**src/rtl/pipe_pkg.sv**
```systemverilog
// Shared types for the EX-stage operand skid stage: state encoding and payload layout.
// Used by op_skid_stage (optional stall counter under OP_SKID_STALL_CNT_EN).
package pipe_pkg;

    localparam int DATA_W = 32;

    typedef enum logic [1:0] {
        EMPTY = 2'd0,
        ONE   = 2'd1,
        FULL  = 2'd2
    } skid_state_t;

    typedef struct packed {
        logic [DATA_W-1:0] in0;
        logic [DATA_W-1:0] in1;
        logic              sel;
    } op_payload_t;

endpackage

```
**src/rtl/op_skid_stage_payload_reg.sv**
```systemverilog
// Generic load-enabled payload register with asynchronous active-high reset.
// Holds one skid-stage entry (main or skid).
module payload_reg #(
    parameter int WIDTH = 32
) (
    input  logic             clk,
    input  logic             rst,
    input  logic             load,
    input  logic [WIDTH-1:0] d,
    output logic [WIDTH-1:0] q
);

    always_ff @(posedge clk or posedge rst) begin
        if (rst) begin
            q <= '0;
        end else if (load) begin
            q <= d;
        end
    end

endmodule

```
**src/rtl/op_skid_stage.sv**
```systemverilog
// Two-entry skid-buffered operand register feeding the EX operand mux.
// Optional stall cycle counter on port stall_cnt when OP_SKID_STALL_CNT_EN is defined.
module op_skid_stage
    import pipe_pkg::*;
#(
    parameter int WIDTH = DATA_W
) (
    input  logic             clk,
    input  logic             rst,
    input  logic             flush,
    input  logic             in_valid,
    output logic             in_ready,
    input  logic [WIDTH-1:0] in0_d,
    input  logic [WIDTH-1:0] in1_d,
    input  logic             sel_d,
    output logic             out_valid,
    input  logic             out_ready,
    output logic [WIDTH-1:0] in0_q,
    output logic [WIDTH-1:0] in1_q,
    output logic             sel_q
`ifdef OP_SKID_STALL_CNT_EN
    ,
    output logic [31:0]      stall_cnt
`endif
);

    localparam int PW = 2 * WIDTH + 1;

    skid_state_t   state;
    skid_state_t   state_next;
    logic          in_fire;
    logic          out_fire;
    logic          load_main;
    logic          load_skid;
    logic [PW-1:0] in_payload;
    logic [PW-1:0] main_d;
    logic [PW-1:0] main_q;
    logic [PW-1:0] skid_q;

    assign in_ready   = (state != FULL);
    assign out_valid  = (state != EMPTY);
    assign in_fire    = in_valid & in_ready;
    assign out_fire   = out_valid & out_ready;
    assign in_payload = {in0_d, in1_d, sel_d};

    // When draining from FULL the main entry refills from the skid entry, otherwise from the input.
    assign main_d = (state == FULL) ? skid_q : in_payload;

    always_ff @(posedge clk or posedge rst) begin
        if (rst) begin
            state <= EMPTY;
        end else begin
            state <= state_next;
        end
    end

    always_comb begin
        state_next = state;
        load_main  = 1'b0;
        load_skid  = 1'b0;
        if (flush) begin
            state_next = EMPTY;
        end else begin
            case (state)
                EMPTY: begin
                    if (in_fire) begin
                        state_next = ONE;
                        load_main  = 1'b1;
                    end
                end
                ONE: begin
                    if (in_fire && out_fire) begin
                        load_main = 1'b1;
                    end else if (in_fire) begin
                        state_next = FULL;
                        load_skid  = 1'b1;
                    end else if (out_fire) begin
                        state_next = EMPTY;
                    end
                end
                FULL: begin
                    if (out_ready) begin
                        state_next = ONE;
                        load_main  = 1'b1;
                    end
                end
                default: begin
                    state_next = EMPTY;
                end
            endcase
        end
    end

    payload_reg #(.WIDTH(PW)) u_main (
        .clk  (clk),
        .rst  (rst),
        .load (load_main),
        .d    (main_d),
        .q    (main_q)
    );

    payload_reg #(.WIDTH(PW)) u_skid (
        .clk  (clk),
        .rst  (rst),
        .load (load_skid),
        .d    (in_payload),
        .q    (skid_q)
    );

    assign {in0_q, in1_q, sel_q} = main_q;

`ifdef OP_SKID_STALL_CNT_EN
    logic [31:0] stall_cnt_q;

    // Saturating count of cycles where a payload is presented but not taken; flush leaves it alone.
    always_ff @(posedge clk or posedge rst) begin
        if (rst) begin
            stall_cnt_q <= '0;
        end else if (out_valid && !out_ready && (stall_cnt_q != 32'hFFFF_FFFF)) begin
            stall_cnt_q <= stall_cnt_q + 32'd1;
        end
    end

    assign stall_cnt = stall_cnt_q;
`endif

endmodule

```
**config.mk**
```make
export PLATFORM = sky130hd
export DESIGN_NAME = op_skid_stage
export DESIGN_NICKNAME = d
export VERILOG_FILES = /design/src/rtl/pipe_pkg.sv /design/src/rtl/op_skid_stage_payload_reg.sv /design/src/rtl/op_skid_stage.sv
export SDC_FILE = /design/constraint.sdc
export NUM_CORES = 1
export LEC_CHECK = 0
export ABC_AREA = 1
export CORE_MARGIN = 5
export CORE_UTILIZATION = 50
export CTS_CLUSTER_DIAMETER = 50
export DETAILED_ROUTE_END_ITERATION = 7
export GPL_ROUTABILITY_DRIVEN = 0
export PLACE_DENSITY_LB_ADDON = 0.25
export SLEW_MARGIN = 20
export SYNTH_ARGS = -nofsm -noshare
export SYNTH_HDL_FRONTEND = slang
export SYNTH_SLANG_ARGS = --single-unit
```
**constraint.sdc**
```tcl
create_clock -name clk -period 7.7 [get_ports clk]
set_input_delay 0.77 -clock clk [delete_from_list [all_inputs] [get_ports clk]]
set_output_delay 0.77 -clock clk [all_outputs]
set_load 0.1 [all_outputs]
```
Word level (Yosys, flattened, before mapping)
Cells that the tools add are included.
{"block": "word_totals", "reg_bits": 132, "wordCells": 32, "in_bits": 70}
{"block": "op_classes", "n_eq_ne": 7, "n_reduce_logical": 4, "mux": 16, "bitwise_logic": 2}
{"operator": "$mux W65", "n": 1}
{"operator": "$mux W2", "n": 6}
{"operator": "$ne A3 B3 Y1 const B", "n": 3}
{"operator": "$mux W1", "n": 7}
{"operator": "$pmux W2 S3", "n": 1}
{"operator": "$ne A4 B4 Y1 const B", "n": 1}
{"operator": "$reduce_and A4 Y1", "n": 1}
{"operator": "$pmux W1 S3", "n": 1}
{"operator": "$and A1 B1 Y1", "n": 2}
{"operator": "$eq A2 B1 Y1 const B", "n": 1}
{"operator": "$eq A2 B2 Y1 const B", "n": 1}
{"operator": "$logic_not A2 Y1", "n": 1}
{"operator": "$ne A2 B2 Y1 const B", "n": 1}
{"operator": "$reduce_bool A2 Y1", "n": 1}
{"operator": "$logic_and A1 B1 Y1", "n": 1}

Longest topological paths before layout
Gate-level depths: netlist of run 1.
{"block": "depth", "depth_word": 7, "mapped_depth": 8}

Cells and area by module
A second synthesis of run 1 with hierarchy kept.
{"block": "hier_totals", "cells_unflattened": 796, "hier_area_um2": 5993.2}
{"module": "payload_reg", "n_inst": 2, "cells_each": 276, "seq_area_each_um2": 1626.6, "area_each_um2": 2476.1}
{"module": "op_skid_stage", "n_inst": 1, "cells_each": 244, "seq_area_each_um2": 50.0, "area_each_um2": 1041.0}

Worst setup path after synthesis of run 1
Ideal clock, no wire load.
{"block": "synth_path", "kind": "flip-flop to output port", "start": "reg state[0]", "end": "out in_ready", "path_slack_ns": 5.756, "path_stages_with_launch": 5, "t_arrival_ns": 1.174, "n_path_buf": 2, "path_cell_list": "dfrtp_1 -> inv_2 -> nand2_2 -> buf_4 -> buf_2"}
{"block": "synth_between", "elab_chain_cells": 1}
{"element": "from (decl)", "line": "op_skid_stage.sv:29", "source": "skid_state_t state;"}
{"element": "from (signal assigned)", "line": "op_skid_stage.sv:53", "source": "state <= state_next;"}
{"element": "$ne A2 B2 Y1", "line": "op_skid_stage.sv:40", "source": "assign in_ready = (state != FULL);"}
{"element": "to (decl)", "line": "op_skid_stage.sv:12", "source": "output logic in_ready,"}
Every way passes these cells.

Worst setup path after layout of run 1
Ends and elaborated chain as after synthesis.

==> results.cfg, run 1 <==
[power_and_ir_drop]
p_comb_frac = 0.360
ir_worst_vdd_v = 0.000176
p_leak_uw = 0.00409
switchingPower_uw = 1210
p_int_uw = 1800
pwr-share-clk = 0.311
seq_power_share = 0.329
power_density_mw_per_mm2 = 379
switching_share = 0.401

[grt]
grt_first_pass_wirelength_um = 24600
track_usage = 0.212
grt_overflow = 0
grt_pass1_vias = 5176
grt_max_degree = 132
antenna_found_initial = 0

[min_path]
whs_path_depth = 2
hp-start = u_main.q[47]$_DFFE_PP0P_
hp-class = reg2reg
hold_end = u_main.q[47]$_DFFE_PP0P_

[synth]
ys_seq_elements = 132
syn_avg_cell_area_um2 = 8.18
synth_nets = 798
synthTopCellsByArea = dfrtp_1, nand2_1, nand3_1, a21oi_1, o21ai_0
synth_cells = 728
ys_types = 19
ys_seq_area_frac = 0.555
yosys_warnings = 0
synth_top_area_share = 0.555
yosysTopAreaCell = dfrtp_1
synth_area_mm2 = 0.00595

[floorplanning]
die_h_um = 119
die_area_mm2 = 0.0142
core_mm2 = 0.0116
start_util = 0.515
die_w_um = 119
ios = 137
row_count = 39

[detailed_routing]
wl_per_cell_um = 14.6
drtIter0Drc = 481
drc_errors = 0
ant_nets = 0
viasPerCell = 5.03
drt_first_pass_iters = 5
vias = 5000
wirelength_um = 14500

[setup_path]
endpoint_kind = primary output
critPathKind = reg2out
rr_startpoint = state[1]$_DFFE_PP0P_
r2r_setup_slack_ns = 5.05
arrival_ns = 3.30
required_ns = 6.93
rr_worst_depth = 6
cp_max_fo = 77
start_kind = flip-flop
r2r-end = u_main.q[19]$_DFFE_PP0P_

[clock_tree]
worst_skew_pair.late_latency_ns = 0.41
postCtsHoldBufs = 0
numCtsBuffers = 17
cts-htree-levels = 4
cts-root-buf = clkbuf_16
cts_resized = 0
clockBufferDepth = 2
cts_tree = built
clk_pin_slew_ns = 0.05
clock-sinks = 132
post_cts_buffers = 0

[sta]
tns_ns = 0
rsz0062_at_grt = false
slew_viol_final = 0
worst_pin_slew_ns = 1.01
slew_headroom = 0.327
max_freq_ghz = 0.246
final.setup_skew_ns = 0.00790
hold_violations = 0
fin_crit_sh = 0.529
period_minus_slack_ns = 4.07
setup_ws_ns = 3.63
setup_violations = 0

[layout]
final_common_cell = nand2_1
drive_gt1_frac = 0.0540
final_cell_mix = nand2_1, clkdlybuf4s50_1, dfrtp_1, nor2_1
diodes = 0
layout.nets = 909
seq_area_mm2 = 0.00330
synthToLayoutAreaGrowth_pct = 33.2
multiInputGateArea_mm2 = 0.00208
fillerInstances = 918

[placement]
dp_slack_ns = 4.07
hpwl_um = 8980
io_buffers = 136

[status]
status = complete, no violations

[run]
drv_cap = 0
how the worst max path moves through the flow:
stage                                     from              endpoint  slack [ns]
after detailed placement  state[0]$_DFFE_PP0P_              in_ready        4.07
after global routing      state[0]$_DFFE_PP0P_              in_ready        3.46
after floorplan                            rst  state[0]$_DFFE_PP0P_        3.40
after global placement    state[0]$_DFFE_PP0P_              in_ready        4.13
final                     state[0]$_DFFE_PP0P_              in_ready        3.63
after CTS                 state[0]$_DFFE_PP0P_              in_ready        3.65
cells by family after synthesis:
| family | after synthesis | share of synthesized area |
|---|---|---|
| AND/OR/NAND/NOR | 345 | 0.234 |
| buffers and inverters | 120 | 0.0999 |
| flip-flops | 132 | 0.555 |
| AO/OA/AOI/OAI | 131 | 0.111 |
metal layers:
metal,wire length [um],track usage
met1,6480,0.280
met2,7140,0.345
met3,769,0.0545
met4,152,0.0644
met5,0,0
cell usage after synthesis:
cell,n
buf_4,10
nor2_1,68
nand2_2,2
nand4_1,1
nand2_1,204
a21oi_2,1
nand3_1,67
o21ai_0,55
buf_1,1
a21oi_1,65
clkbuf_1,8
buf_2,19
o21ai_1,10
nor2_2,2
nand3b_1,1
inv_1,68
dfrtp_1,132
inv_2,3
buf_6,11
layout make-up:
| cell class | instances | share of cell area |
|---|---|---|
| flip-flops and latches | 132 | 0.417 |
| multi-input cells | 476 | 0.263 |
| repair buffers | 141 | 0.177 |
| clock buffers | 24 | 0.0633 |
| inverters | 71 | 0.0339 |
| clock inverters | 8 | 0.0243 |
| well taps | 143 | 0.0226 |
sequential cells by signal, indices dropped and copies added (netlist names):
| register | cells |
|---|---|
| u_main.q | 65 |
| u_skid.q | 65 |
| state | 2 |
through the flow:
stage / power [uW] / util / instances / cell area (um^2) / hold slack (ns)
6_report: 3000 / 0.686 / 995 / 7930 / 0.467
5_1_grt: 3140 / 0.686 / 995 / 7930 / 0.483
4_1_cts: 3020 / 0.685 / 995 / 7930 / 0.472
3_5_place_dp: 2080 / 0.625 / 963 / 7230 / 0.458
3_3_place_gp: 2050 / 0.625 / 963 / 7230 / 0.452
2_1_floorplan: 1800 / - / 728 / 5950 / 0.454
power by group through the flow:
| stage | combinational (uW) | clock [uW] | sequential [uW] |
|---|---|---|---|
| 5_1_grt | 1140 | 985 | 1010 |
| 2_1_floorplan | 251 | 0 | 1550 |
| 4_1_cts | 1090 | 947 | 987 |
| 3_3_place_gp | 1060 | 0 | 984 |
| 3_5_place_dp | 1080 | 0 | 993 |
| 6_report | 1080 | 935 | 988 |
worst max-delay path: stages, from the launching register on:
cell             delay (ns)
dfrtp_1                0.45
inv_2                  0.07
nand2_4                0.39
buf_4                  0.64
clkdlybuf4s50_1        1.26
No activity file was read; power rests on OpenSTA's default activity.
==> run 2, diff against run 1 <==
CORE_UTILIZATION = 45   (was 50)
clock period = 3.5 ns   (was 7.7 ns; I/O delays follow)
==> run 2 against run 1 <==
Net effect:
- die area increased by 10%
- cell area decreased by 1.1%
- clock skew about the same
- final cell count increased by 3.6%
- via count about the same
- worst setup slack got worse by 2.7 ns
==> results.cfg, run 2 (synthesis results as in run 1) <==
[status]
status = complete, no violations

[sta]
period_minus_slack_ns = 2.54
slew_headroom = 0.314
hold_violations = 0
final.setup_skew_ns = 0.00820
tns_ns = 0
setup_violations = 0
slew_viol_final = 0
max_freq_ghz = 0.393
fin_crit_sh = 0.727
rsz0062_at_grt = false
worst_pin_slew_ns = 1.03

[placement]
io_buffers = 136
hpwl_um = 9000

[grt]
grt_pass1_vias = 4967
antenna_found_initial = 0
grt_first_pass_wirelength_um = 24400
track_usage = 0.190
grt_max_degree = 132
grt_overflow = 0

[detailed_routing]
route.met2.wl_um = 6800
drt_first_pass_iters = 4
top_layer_used = met4
wl_met3_um = 699
drc_errors = 0
wirelength_met1_um = 6590
viasPerCell = 4.85
wirelength_um = 14300
ant_nets = 0
wl_per_cell_um = 13.9
vias = 4997
drtIter0Drc = 353

[layout]
final_common_cell = nand2_1
reg.largest.list = u_main.q x65, u_skid.q x65, state x2
diodes = 0
drive_gt1_frac = 0.0526
final_cell_mix = nand2_1, clkdlybuf4s50_1, dfrtp_1, nor2_1
synthToLayoutAreaGrowth_pct = 31.7
layout.nets = 912

[floorplanning]
ios = 137
row_count = 42
start_util = 0.455
die_w_um = 125
die_area_mm2 = 0.0156
die_h_um = 125
core_mm2 = 0.0131

[clock_tree]
cts-htree-levels = 4
worst_skew_pair.late_latency_ns = 0.41
clk_pin_slew_ns = 0.05
post_cts_buffers = 0
clock-sinks = 132
numCtsBuffers = 17
cts_resized = 0
clockBufferDepth = 2
postCtsHoldBufs = 0
cts-root-buf = clkbuf_16
cts_tree = built

[setup_path]
start_kind = flip-flop
endpoint_kind = primary output
rr_startpoint = state[0]$_DFFE_PP0P_
arrival_ns = 2.19
rr_worst_depth = 7
cp_max_fo = 5
required_ns = 3.15
crit_start = state[1]$_DFFE_PP0P_
critPathKind = reg2out

[run]
drv_cap = 0

[power_and_ir_drop]
p_leak_uw = 0.00402
ir_worst_vdd_v = 0.000380
power_uw = 6100
power_density_mw_per_mm2 = 777

[min_path]
hp-class = in2async
run 2: layout make-up:
class / count / area, um^2
Tap cell: 176 / 220
Clock buffer: 27 / 493
Fill cell: 1151 / 5240
Sequential cell: 132 / 3300
Multi-Input combinational cell: 476 / 2090
Timing Repair Buffer: 144 / 1440
Inverter: 71 / 270
Clock inverter: 5 / 25.0
run 2: through the flow:
stage / cell area (um^2) / cells / util / hold WS (ns) / setup WS, ns
3_5_place_dp: 7300 / 998 / 0.558 / 0.459 / 1.00
6_report: 7840 / 1031 / 0.599 / 0.274 / 0.957
2_1_floorplan: 5960 / 728 / - / 0.454 / 1.51
5_1_grt: 7840 / 1031 / 0.599 / 0.305 / 0.845
4_1_cts: 7820 / 1030 / 0.598 / 0.472 / 0.937
3_3_place_gp: 7290 / 998 / 0.557 / 0.455 / 1.14
run 2: per-layer routing:
metal  up-vias  GRT usage
met5         -          0
met4         0     0.0682
met3        18     0.0490
met2       117      0.293
met1      2347      0.262
li1       2515          -
run 2: power by group:
part | total (uW) | switching (uW) | internal, uW
logic | 2370 | 1790 | 579
registers | 2170 | 217 | 1950
clock network | 1560 | 601 | 954
total | 6100 | 2610 | 3480
run 2: path summary, 6_finish.rpt:
check	endpoint	slack (ns)
worst max-delay path	out_valid	0.96
worst min-delay path	u_main.q[42]$_DFFE_PP0P_	0.27
worst max register to register	u_main.q[48]$_DFFE_PP0P_	1.11
worst min register to register	u_main.q[56]$_DFFE_PP0P_	0.47
max in group asynchronous	u_main.q[40]$_DFFE_PP0P_	2.34
min in group clk	u_main.q[56]$_DFFE_PP0P_	0.47
run 2: critical path, stage by stage (launching register included):
cell	delay, ns
dfrtp_1	0.48
nor2_2	0.08
inv_2	0.09
clkdlybuf4s50_1	1.13
==> run 3, diff against run 2 <==
CORE_UTILIZATION = 50   (was 45)
clock period = 2.6 ns   (was 3.5 ns; I/O delays follow)
==> run 3 against run 2 <==
Net effect:
- final cell count shrank 3.5%
- via count grew 0.58%
- combinational power grew 31%
- die area shrank 9.2%
- worst hold slack gained 0.10 ns
- first-iteration DRC count grew 13%
- clock power grew 33%
- sequential cell count is the same
- critical endpoint is now in_ready
==> results.cfg, run 3 (synthesis results as in run 1) <==
[setup_path]
arrival_ns = 1.76
start_kind = flip-flop
critPathKind = reg2out
cp_max_fo = 131
required_ns = 2.34
endpoint_kind = primary output

[detailed_routing]
wl_per_cell_um = 14.3
wirelength_um = 14200
drt_first_pass_iters = 6
drtIter0Drc = 398
vias = 5026
ant_nets = 0
viasPerCell = 5.05
drc_errors = 0

[floorplanning]
core_mm2 = 0.0116
row_count = 39
die_area_mm2 = 0.0142
ios = 137
start_util = 0.515
die_h_um = 119
die_w_um = 119

[sta]
period_minus_slack_ns = 2.02
slew_viol_final = 0
tns_ns = 0
setup_violations = 0
fin_crit_sh = 0.775
rsz0062_at_grt = false
hold_violations = 0
final.setup_skew_ns = 0.00736
max_freq_ghz = 0.496
worst_pin_slew_ns = 0.746
slew_headroom = 0.503

[clock_tree]
cts_resized = 0
clk_pin_slew_ns = 0.06
cts_tree = built
post_cts_buffers = 0
postCtsHoldBufs = 0
cts-htree-levels = 4
clock-sinks = 132
cts-root-buf = clkbuf_16
numCtsBuffers = 17
clockBufferDepth = 2
worst_skew_pair.late_latency_ns = 0.40

[min_path]
hp-class = in2async

[power_and_ir_drop]
ir_worst_vdd_v = 0.000572
p_leak_uw = 0.00411
power_uw = 8110
power_density_mw_per_mm2 = 1060

[placement]
io_buffers = 136
hpwl_um = 8950

[layout]
final_cell_mix = nand2_1, dfrtp_1, buf_4, clkdlybuf4s50_1, nor2_1
layout.nets = 911
reg.largest.list = u_main.q x65, u_skid.q x65, state x2
diodes = 0
final_common_cell = nand2_1
synthToLayoutAreaGrowth_pct = 28.3
drive_gt1_frac = 0.130
fillerInstances = 969

[grt]
grt_first_pass_wirelength_um = 24100
track_usage = 0.206
grt_max_degree = 132
antenna_found_initial = 0
grt_overflow = 0
grt_pass1_vias = 5105

[status]
status = complete, no violations

[run]
drv_cap = 0
## run 3: final cells by class
cell class	count	area, um^2	share of cell area
clock inverter	6	30.0	0.00393
multi-input combinational	476	2080	0.272
sequential	132	3300	0.433
inverter	71	270	0.0354
clock buffer	24	482	0.0631
timing repair buffer	143	1300	0.170
tap	143	179	0.0234
## run 3: metal layers
layer | routed length (um) | vias to the layer above | global-route usage
met5 | 0 | - | 0
met4 | 174 | 0 | 0.0659
met3 | 783 | 18 | 0.0502
met2 | 6820 | 131 | 0.335
met1 | 6420 | 2366 | 0.274
li1 | - | 2511 | -
## run 3: final timing paths
check | from | to | slack [ns] | cells past startpoint
hold / removal | rst | u_skid.q[44]$_DFFE_PP0P_ | 0.38 | 3
setup / recovery | state[0]$_DFFE_PP0P_ | in_ready | 0.58 | 4
hold reg to reg | u_main.q[46]$_DFFE_PP0P_ | u_main.q[46]$_DFFE_PP0P_ | 0.47 | 2
max in group asynchronous | rst | u_main.q[60]$_DFFE_PP0P_ | 1.85 | 3
min in group clk | in1_d[11] | u_skid.q[12]$_DFFE_PP0P_ | 0.44 | 3
setup reg to reg | state[0]$_DFFE_PP0P_ | u_main.q[26]$_DFFE_PP0P_ | 0.77 | 6
## run 3: per-stage QoR
step	hold WS, ns	utilization	area, um^2	std cells	setup WS, ns
3_3_place_gp	0.456	0.616	7130	965	0.572
3_5_place_dp	0.461	0.616	7130	965	0.528
4_1_cts	0.402	0.660	7640	995	0.654
5_1_grt	0.426	0.660	7640	995	0.549
6_report	0.376	0.660	7640	995	0.584
2_1_floorplan	0.411	-	5960	728	0.703
## run 3: critical path, stage by stage, from the launching register on
cell     delay, ns
dfrtp_1       0.46
inv_2         0.07
nand2_4       0.07
buf_12        0.37
buf_12        0.25
## run 3: where the power goes
| group | internal [uW] | switching [uW] | total, uW |
|---|---|---|---|
| clock | 1270 | 803 | 2080 |
| sequential | 2630 | 304 | 2930 |
| combinational | 695 | 2410 | 3110 |
| total | 4590 | 3520 | 8110 |
